**src/rtl/memory_stage_if.sv**
```systemverilog
// Data-memory port of the memory stage: word request/ready handshake.
// The stage is the master; the memory (or its arbiter) is the slave.
interface memory_stage_if #(
  parameter int ADDR_WIDTH = 32,
  parameter int DATA_WIDTH = 16
);
  logic                  req;
  logic                  we;
  logic [ADDR_WIDTH-1:0] addr;
  logic [DATA_WIDTH-1:0] wdata;
  logic [DATA_WIDTH-1:0] rdata;
  logic                  ready;

  modport master (output req, we, addr, wdata, input rdata, ready);
  modport slave  (input req, we, addr, wdata, output rdata, ready);
endinterface

```
**src/rtl/memory_stage.sv**
```systemverilog
// Memory-access stage: plain/stack loads and stores through a ready handshake,
// two-word PC push/pop sequencing with upstream stall, MEM/WB result registers.
//
// state  | meaning
// IDLE   | pass-through of EX/MEM bundle, or launch of a memory access
// ACC_LO | first (or only) word in flight, waiting for ready
// ACC_HI | second word of a PC push/pop in flight
// DONE   | results presented for one cycle, EX/MEM advances at the edge
module memory_stage #(
  parameter int ADDR_WIDTH = 32,
  parameter int DATA_WIDTH = 16
) (
  input  logic                  clk,
  input  logic                  reset,
  input  logic [31:0]           Data,
  input  logic [31:0]           Address,
  input  logic [2:0]            WB_Address,
  input  logic                  MR,
  input  logic                  MW,
  input  logic                  WB,
  input  logic                  Stack_PC,
  input  logic                  Stack_Flags,
  input  logic [2:0]            Final_Flags,
  memory_stage_if.master        mem,
  output logic                  Stall,
  output logic                  WB_Out,
  output logic [2:0]            WB_Address_Out,
  output logic [DATA_WIDTH-1:0] WB_Data,
  output logic [31:0]           PC_Out,
  output logic                  PC_Valid,
  output logic [2:0]            Flags_Out,
  output logic                  Flags_Valid
);

  typedef enum logic [1:0] {IDLE, ACC_LO, ACC_HI, DONE} state_t;

  localparam logic [ADDR_WIDTH-1:0] ADDR_ONE = 1;

  state_t                state;
  logic                  op_write;
  logic                  op_pc;
  logic                  op_flags;
  logic                  op_wb;
  logic [2:0]            op_wb_addr;
  logic [DATA_WIDTH-1:0] op_data_lo;
  logic [DATA_WIDTH-1:0] lo_word;
  logic                  busy;
  logic                  finish;
  logic [DATA_WIDTH-1:0] first_wdata;

  assign busy    = (state == ACC_LO) || (state == ACC_HI);
  assign mem.req = busy;

  // Last word of the access completes this cycle.
  assign finish = busy && mem.ready && ((state == ACC_HI) || !op_pc);

  // Gated by reset so an access abandoned mid-flight releases the pipeline at once.
  assign Stall = reset && (busy || ((state == IDLE) && (MR || MW)));

  always_comb begin
    first_wdata = Data[DATA_WIDTH-1:0];
    if (Stack_PC)
      first_wdata = Data[2*DATA_WIDTH-1:DATA_WIDTH];
    else if (Stack_Flags)
      first_wdata = {{(DATA_WIDTH-3){1'b0}}, Final_Flags};
  end

  always_ff @(posedge clk or negedge reset) begin
    if (!reset) begin
      state          <= IDLE;
      op_write       <= 1'b0;
      op_pc          <= 1'b0;
      op_flags       <= 1'b0;
      op_wb          <= 1'b0;
      op_wb_addr     <= '0;
      op_data_lo     <= '0;
      lo_word        <= '0;
      mem.we         <= 1'b0;
      mem.addr       <= '0;
      mem.wdata      <= '0;
      WB_Out         <= 1'b0;
      WB_Address_Out <= '0;
      WB_Data        <= '0;
      PC_Out         <= '0;
      PC_Valid       <= 1'b0;
      Flags_Out      <= '0;
      Flags_Valid    <= 1'b0;
    end else begin
      PC_Valid    <= 1'b0;
      Flags_Valid <= 1'b0;
      case (state)
        IDLE: begin
          if (MR || MW) begin
            state      <= ACC_LO;
            op_write   <= MW;
            op_pc      <= Stack_PC;
            op_flags   <= Stack_Flags && !Stack_PC;
            op_wb      <= WB;
            op_wb_addr <= WB_Address;
            op_data_lo <= Data[DATA_WIDTH-1:0];
            mem.we     <= MW;
            mem.addr   <= Address[ADDR_WIDTH-1:0];
            mem.wdata  <= MW ? first_wdata : '0;
            WB_Out     <= 1'b0;
          end else begin
            WB_Out         <= WB;
            WB_Address_Out <= WB_Address;
            WB_Data        <= Data[DATA_WIDTH-1:0];
          end
        end
        ACC_LO: begin
          if (mem.ready) begin
            if (op_pc) begin
              // Push descends the stack, pop ascends; both wrap modulo 2^ADDR_WIDTH.
              state     <= ACC_HI;
              lo_word   <= mem.rdata;
              mem.addr  <= op_write ? mem.addr - ADDR_ONE : mem.addr + ADDR_ONE;
              mem.wdata <= op_data_lo;
            end else begin
              state <= DONE;
            end
          end
        end
        ACC_HI: begin
          if (mem.ready)
            state <= DONE;
        end
        DONE: begin
          state  <= IDLE;
          mem.we <= 1'b0;
          WB_Out <= 1'b0;
        end
        default: state <= IDLE;
      endcase

      if (finish) begin
        WB_Out         <= op_wb;
        WB_Address_Out <= op_wb_addr;
        WB_Data        <= op_write ? op_data_lo : mem.rdata;
        if (!op_write && op_pc) begin
          PC_Out   <= {mem.rdata, lo_word};
          PC_Valid <= 1'b1;
        end
        if (!op_write && op_flags) begin
          Flags_Out   <= mem.rdata[2:0];
          Flags_Valid <= 1'b1;
        end
      end
    end
  end

endmodule
```
**src/flat_wrapper.sv**
```systemverilog
// flat-port wrapper written by rule: the top's interface ports become plain ports
module memory_stage_flat 
#(
  parameter int ADDR_WIDTH = 32,
  parameter int DATA_WIDTH = 16
)
  (clk, reset, Data, Address, WB_Address, MR, MW, WB, Stack_PC, Stack_Flags, Final_Flags, Stall, WB_Out, WB_Address_Out, WB_Data, PC_Out, PC_Valid, Flags_Out, Flags_Valid, mem_req, mem_we, mem_addr, mem_wdata, mem_rdata, mem_ready);
  memory_stage_if #(.ADDR_WIDTH(ADDR_WIDTH), .DATA_WIDTH(DATA_WIDTH)) mem_i ();
  input  logic clk;
  input  logic reset;
  input  logic [31:0] Data;
  input  logic [31:0] Address;
  input  logic [2:0] WB_Address;
  input  logic MR;
  input  logic MW;
  input  logic WB;
  input  logic Stack_PC;
  input  logic Stack_Flags;
  input  logic [2:0] Final_Flags;
  output logic Stall;
  output logic WB_Out;
  output logic [2:0] WB_Address_Out;
  output logic [DATA_WIDTH-1:0] WB_Data;
  output logic [31:0] PC_Out;
  output logic PC_Valid;
  output logic [2:0] Flags_Out;
  output logic Flags_Valid;
  output wire logic [$bits(mem_i.req)-1:0] mem_req;
  output wire logic [$bits(mem_i.we)-1:0] mem_we;
  output wire logic [$bits(mem_i.addr)-1:0] mem_addr;
  output wire logic [$bits(mem_i.wdata)-1:0] mem_wdata;
  input wire logic [$bits(mem_i.rdata)-1:0] mem_rdata;
  input wire logic [$bits(mem_i.ready)-1:0] mem_ready;
  assign mem_req = mem_i.req;
  assign mem_we = mem_i.we;
  assign mem_addr = mem_i.addr;
  assign mem_wdata = mem_i.wdata;
  assign mem_i.rdata = mem_rdata;
  assign mem_i.ready = mem_ready;
  memory_stage #(.ADDR_WIDTH(ADDR_WIDTH), .DATA_WIDTH(DATA_WIDTH)) u_core (.clk(clk), .reset(reset), .Data(Data), .Address(Address), .WB_Address(WB_Address), .MR(MR), .MW(MW), .WB(WB), .Stack_PC(Stack_PC), .Stack_Flags(Stack_Flags), .Final_Flags(Final_Flags), .mem(mem_i), .Stall(Stall), .WB_Out(WB_Out), .WB_Address_Out(WB_Address_Out), .WB_Data(WB_Data), .PC_Out(PC_Out), .PC_Valid(PC_Valid), .Flags_Out(Flags_Out), .Flags_Valid(Flags_Valid));
endmodule
```
**config.mk**
```make
export PLATFORM = sky130hd
export DESIGN_NAME = memory_stage_flat
export DESIGN_NICKNAME = d
export VERILOG_FILES = /design/src/rtl/memory_stage_if.sv /design/src/rtl/memory_stage.sv /design/src/flat_wrapper.sv
export SDC_FILE = /design/constraint.sdc
export NUM_CORES = 1
export LEC_CHECK = 0
export CELL_PAD_IN_SITES_DETAIL_PLACEMENT = 1
export CELL_PAD_IN_SITES_GLOBAL_PLACEMENT = 2
export CORE_MARGIN = 1.5
export CORE_UTILIZATION = 27
export DETAILED_ROUTE_END_ITERATION = 6
export PLACE_DENSITY = 0.83
export SYNTH_ARGS = -nofsm -noshare
export SYNTH_HDL_FRONTEND = slang
export SYNTH_SLANG_ARGS = --single-unit
```
**constraint.sdc**
```tcl
create_clock -name clk -period 3 [get_ports clk]
set_input_delay 0.45 -clock clk [delete_from_list [all_inputs] [get_ports clk]]
set_output_delay 0.45 -clock clk [all_outputs]
set_load 0.02 [all_outputs]
```
# [Yosys cells after proc, flatten, opt, wreduce, memory -nomap -nowiden]
# Index checks and enable logic that the tools add are counted.
# W data, S select, Z words.
[totals] register_bits=147 out_inout_bits=108 input_bits=94 word_cells=88
[classes] reduce_logical=27 mux=33 eq_ne=8 n_addsub=2
[op_table] op="$mux W16" count=10
[op_table] op="$mux W32" count=4
[op_table] op="$pmux W32 S2" count=1
[op_table] op="$add A32 B1 Y32 const B" count=1
[op_table] op="$pmux W16 S2" count=1
[op_table] op="$sub A32 B1 Y32 const B" count=1
[op_table] op="$reduce_and A2 Y1" count=5
[op_table] op="$mux W3" count=3
[op_table] op="$mux W1" count=8
[op_table] op="$pmux W2 S4" count=1
[op_table] op="$logic_and A1 B1 Y1" count=7
[op_table] op="$mux W2" count=3
[op_table] op="$ne A2 B2 Y1 const B" count=3
[op_table] op="$reduce_and A3 Y1" count=2
[op_table] op="$reduce_bool A2 Y1" count=3
[op_table] op="$eq A2 B2 Y1 const B" count=2
[op_table] op="$logic_or A1 B1 Y1" count=4
[op_table] op="$ne A2 B1 Y1 const B" count=2
[op_table] op="$pmux W1 S2" count=2
[op_table] op="$reduce_and A4 Y1" count=1
[op_table] op="$logic_not A1 Y1" count=3
[op_table] op="$reduce_bool A3 Y1" count=1
[op_table] op="$eq A2 B1 Y1 const B" count=1
[op_table] op="$logic_not A2 Y1" count=1

# [Longest topological paths before layout]
[depth] word_depth=6 ltp_mapped=11 ltp_nobuf=10

# [Least setup slack after synthesis]
# Ideal clock, no wire load.
[synth_path] kind="register to register" start="register u_core.op_write" end="register u_core.mem.addr[30]" synth_period_minus_slack_ns=2.981 stages_incl_launch_ff=10 setup_time_ns=0.084 t_arrival_ns=2.897 n_path_buf=0 slack_ns=0.019 required_ns=2.916 cell_sequence="dfrtp_1 > fa_1 > a211oi_2 > o21ai_2 > o311ai_4 > a21oi_4 > a21boi_4 > o41ai_2 > or3_1 > a41oi_2"
[synth_via] elab_chain_len=4
[synth_rtl] element="start, declared" line="memory_stage.sv:40" text="logic op_write;"
[synth_rtl] element="start signal, assigned" line="memory_stage.sv:71" text="op_write <= 1'b0;"
[synth_rtl] element="start signal, assigned" line="memory_stage.sv:95" text="op_write <= MW;"
[synth_rtl] element="$mux W32" line="memory_stage.sv:117" text="mem.addr <= op_write ? mem.addr - ADDR_ONE : mem.addr + ADDR_ONE;"
[synth_rtl] element="$mux W32" line="memory_stage.sv:113" text="if (op_pc) begin"
[synth_rtl] element="$mux W32" line="memory_stage.sv:112" text="if (mem.ready) begin"
[synth_rtl] element="$pmux W32 S2" line="memory_stage.sv:91" text="case (state)"
[synth_rtl] element="end signal, assigned" line="memory_stage.sv:102" text="mem.addr <= Address[ADDR_WIDTH-1:0];"
[synth_rtl] element="end signal, assigned" line="memory_stage.sv:117"
[synth_rtl] element="end, declared" line="memory_stage_if.sv:14" text="modport master (output req, we, addr, wdata, input rdata, ready);"
# Every way passes these cells. The select of a mux whose other input is x is not followed.
# A chain may end at the register's enable or synchronous reset.

# [Worst setup path in the final report]
[layout_path] start="register u_core.mem.addr[0]" end="register u_core.mem.addr[30]"
[layout_via] elab_chain_len=5 elab_cells_between_ends=6 cone_classes="add/sub (2); mux (4)"
[layout_rtl] element="$add A32 B1 Y32 or $sub A32 B1 Y32 (tied branches)" line="memory_stage.sv:117"
[layout_rtl] element="$mux W32 *" line="memory_stage.sv:117"
[layout_rtl] element="$mux W32 *" line="memory_stage.sv:113"
[layout_rtl] element="$mux W32 *" line="memory_stage.sv:112"
[layout_rtl] element="$pmux W32 S2 *" line="memory_stage.sv:91"
# Every way passes the cells marked *; elsewhere a longest branch is shown, timed or not. The select of a mux whose other input is x is not followed.

==> impl_results.md <==
- Die Y: roughly 180 um
- DRC: 0
- Largest net degree at the start of global routing: 148
- Period Utilization, post-route: 0.965
- Peak supply drop: 431 uV
- Post-route ant nets: 0
- Flop pwr share: 0.246
- Critical Path End Type: flip-flop
- RSZ-0062 raised after global routing: yes
- Hold Crit Class: in2async
- Number of global-route vias before repair: 7825
- Vias: between 7000 and 8000
- CTS Sinks: 147
- Pre-Repair DR Iteration Count: 4
- Max Fclk: 0.346 GHz
- Synthesized area: a little over 0.008 sq mm
- Worst EP required: 3.34 ns
- Buffers added on ports: around 200
- CTS tree: yes
- Max H-tree Level: 4
- Syn_area_per_cell: around 9.0 sq um
- WS Path Type: reg2reg
- Worst setup margin: 0.106 ns
- Via/cell ratio: 4.90
- Overall Global Routing Usage: 0.179
- Predominant post-synthesis flop cell: dfrtp_1
- Total power: 14.8 mW
- Tmin final: 2.89 ns
- Sequential area share after synthesis: 0.450
- Gate power share: 0.603
- 1st-iter DRT viols: 253
- Hpwl dp: 20100 um
- Leak: 4.95 nW
- Post-layout net count: 1240
- Final Hold Fails: 0
- Synth Register Bits: roughly 150
- PD cells: 1290 mW/mm^2
- Synth area leaders: dfrtp_1, nand2_1, mux2_2
- Crit-path max FO: 6
- Distinct cells, synth: 58
- DIE WIDTH: 177 um
- DRT Wirelength: 27300 um
- Initial core utilization: 0.275
- Clock-pin slew on the worst setup and hold paths: 0.08 ns
- Worst slew pin tran: 0.851 ns
- First-pass GRT wire length: 43700 um
- Synth async-reset ratio: 1.00
- Worst path arrival time: 3.24 ns
- Clock latency on the worst-skew pair: 0.43 ns
- Aggregate global routing overflow: 0
- CTS max path bufs: 2
- CTS root buffer: clkbuf_16
- Number of enable flip-flop cells after synthesis: 0
- Synth top cells by count: nand2_1, dfrtp_1, a21oi_1, nor2_1, o21ai_0
- I/O Pins: between 200 and 250
- Critical Path Source Type: flip-flop
- Layout area overhead: 40.3%
- Final setup viols: 0
- Top-count cell post-synth: nand2_1
- Outcome: finished clean
- Post-synthesis cell count: ~900
- Post-synth top area share: 0.450
- Sw power: 6.81 mW
- Die ar.: 0.0313 sq mm
- Slew Limit Fails: 0
- Internal power: approximately 8 mW
- Clock Skew: 0.0160 ns
- Clk pwr share: 0.151
- Post-CTS Hold Buffers: 0
- Initial antenna violation count: 3
- Number of buffers created by CTS: 17
- CP startpoint: u_core.mem.addr[0]$_DFFE_PN0P_
- Sw frac: 0.460
- Post-Syn Nets: 1037
- MaxCap Viol Count: 0
- Critical R2R Launch: u_core.mem.addr[0]$_DFFE_PN0P_
- GP Congestion: approximately 0.82
- Wirelength per Cell: 18.0 um
- Diode count: 0
- Share of layout cells above drive strength 1: 0.117
- Synthesis Warnings: 0
- DP Worst Slack: between 0.07 and 0.08 ns
- Core box area: 0.0297 sq mm
- Worst slew margin: 0.432
- Most area-hungry cell type in the Yosys netlist: dfrtp_1
- Std-Cell Rows: 63
## cell type report
class | count | area [sq um]
fillers | 3413 | 18300
flip-flops and latches | 147 | 3680
clock inverters | 15 | 201
multi-input cells | 697 | 4310
repair buffers | 234 | 2300
well taps | 390 | 488
inverters | 14 | 52.6
clock buffers | 17 | 425
## worst paths after layout
kind	endpoint	slack, ns	cells past startpoint
hold reg to reg	u_core.PC_Out[11]$_DFFE_PN0P_	0.47	2
setup reg to reg	u_core.mem.addr[30]$_DFFE_PN0P_	0.11	9
min in group clk	u_core.PC_Out[11]$_DFFE_PN0P_	0.47	2
hold / removal	u_core.WB_Address_Out[0]$_DFFE_PN0P_	0.14	2
setup / recovery	u_core.mem.addr[30]$_DFFE_PN0P_	0.11	9
max in group asynchronous	u_core.WB_Data[12]$_DFFE_PN0P_	2.22	2
## placed cells by master (no fill, tap or decap), types with 3 or more instances in the layout
| master | netlist | final |
|---|---|---|
| a211oi_1 | 20 | 20 |
| a21o_1 | 9 | 9 |
| a21oi_1 | 77 | 76 |
| a31oi_1 | 23 | 23 |
| and2_1 | 5 | 5 |
| and3_1 | 8 | 8 |
| buf_12 | 0 | 3 |
| buf_4 | 0 | 30 |
| clkbuf_16 | 0 | 17 |
| clkdlybuf4s50_1 | 0 | 200 |
| clkinv_4 | 0 | 3 |
| clkinv_8 | 0 | 7 |
| dfrtp_1 | 147 | 145 |
| ha_1 | 34 | 31 |
| ha_2 | 0 | 3 |
| inv_1 | 14 | 14 |
| inv_8 | 0 | 4 |
| mux2_2 | 41 | 41 |
| mux2i_1 | 15 | 15 |
| nand2_1 | 203 | 202 |
| nand2b_1 | 3 | 3 |
| nand3_1 | 7 | 7 |
| nand4_1 | 7 | 7 |
| nor2_1 | 62 | 62 |
| nor2b_1 | 20 | 20 |
| nor3_1 | 9 | 8 |
| nor3b_1 | 13 | 13 |
| o211ai_1 | 5 | 5 |
| o21a_1 | 6 | 6 |
| o21ai_0 | 62 | 59 |
| o21ai_1 | 2 | 4 |
| o31ai_1 | 5 | 4 |
| or3_1 | 4 | 4 |
| xnor2_1 | 17 | 17 |
| xor2_1 | 8 | 8 |
## per-stage QoR
stage	hold slack, ns	setup TNS [ns]	cells	util	instance area, sq um
after floorplan	0.154	0	908	-	8170
after global routing	0.204	-0.0837	1514	0.386	11500
after detailed placement	0.450	0	1480	0.362	10800
after CTS	0.218	0	1512	0.383	11400
after global placement	0.444	0	1480	0.362	10800
final	0.137	0	1514	0.386	11500
## what timing repair did
item | in CTS | in global routing
setup buffers | 0 | 2
gates resized for setup | 0 | 13
setup endpoints to repair | 0 | 5
## power groups by stage
stage | Sequential, mW | Clock (mW) | Combinational, mW
2_1_floorplan | 4.27 | 0 | 4.82
3_5_place_dp | 3.67 | 0 | 8.82
3_3_place_gp | 3.65 | 0 | 8.67
5_1_grt | 3.76 | 2.40 | 9.84
6_report | 3.64 | 2.23 | 8.92
4_1_cts | 3.65 | 2.31 | 8.86
## per-layer routing
metal | track usage | wire (um) | vias up
met5 | 0 | 26 | -
met4 | 0.0364 | 213 | 4
met3 | 0.0442 | 1300 | 15
met2 | 0.305 | 13400 | 127
met1 | 0.230 | 12300 | 3699
li1 | - | - | 3581
## flip-flops by register name (all words and copies together) (netlist names), 2 cells and up
| register | flops |
|---|---|
| u_core.mem.addr | 32 |
| u_core.op_wb_addr | 3 |
| u_core.op_data_lo | 16 |
| u_core.WB_Address_Out | 3 |
| u_core.WB_Data | 16 |
| u_core.state | 2 |
| u_core.mem.wdata | 16 |
| u_core.PC_Out | 32 |
| u_core.Flags_Out | 3 |
| u_core.lo_word | 16 |
## worst max-delay path: stages, from the launching register on
cell and delay (ns):
dfrtp_2 0.46, fa_1 0.49, a211oi_2 0.27, o21ai_2 0.12, o311ai_4 0.39, a21oi_4 0.12, a21boi_4 0.28, o41ai_4 0.13
or3_1 0.40, a41oi_2 0.17
## cell families (layout without fill, tap and decap cells)
group / after synthesis / in the layout / share of synthesized area
AND/OR/NAND/NOR: 347 / 347 / 0.185
AO/OA/AOI/OAI: 234 / 234 / 0.179
flip-flops: 147 / 147 / 0.450
buffers and inverters: 64 / 280 / 0.0299
multiplexers: 56 / 56 / 0.0749
adder cells (fa/ha/maj): 35 / 35 / 0.0545
XOR/XNOR: 25 / 25 / 0.0268
Power figures use the tool's default switching activity.
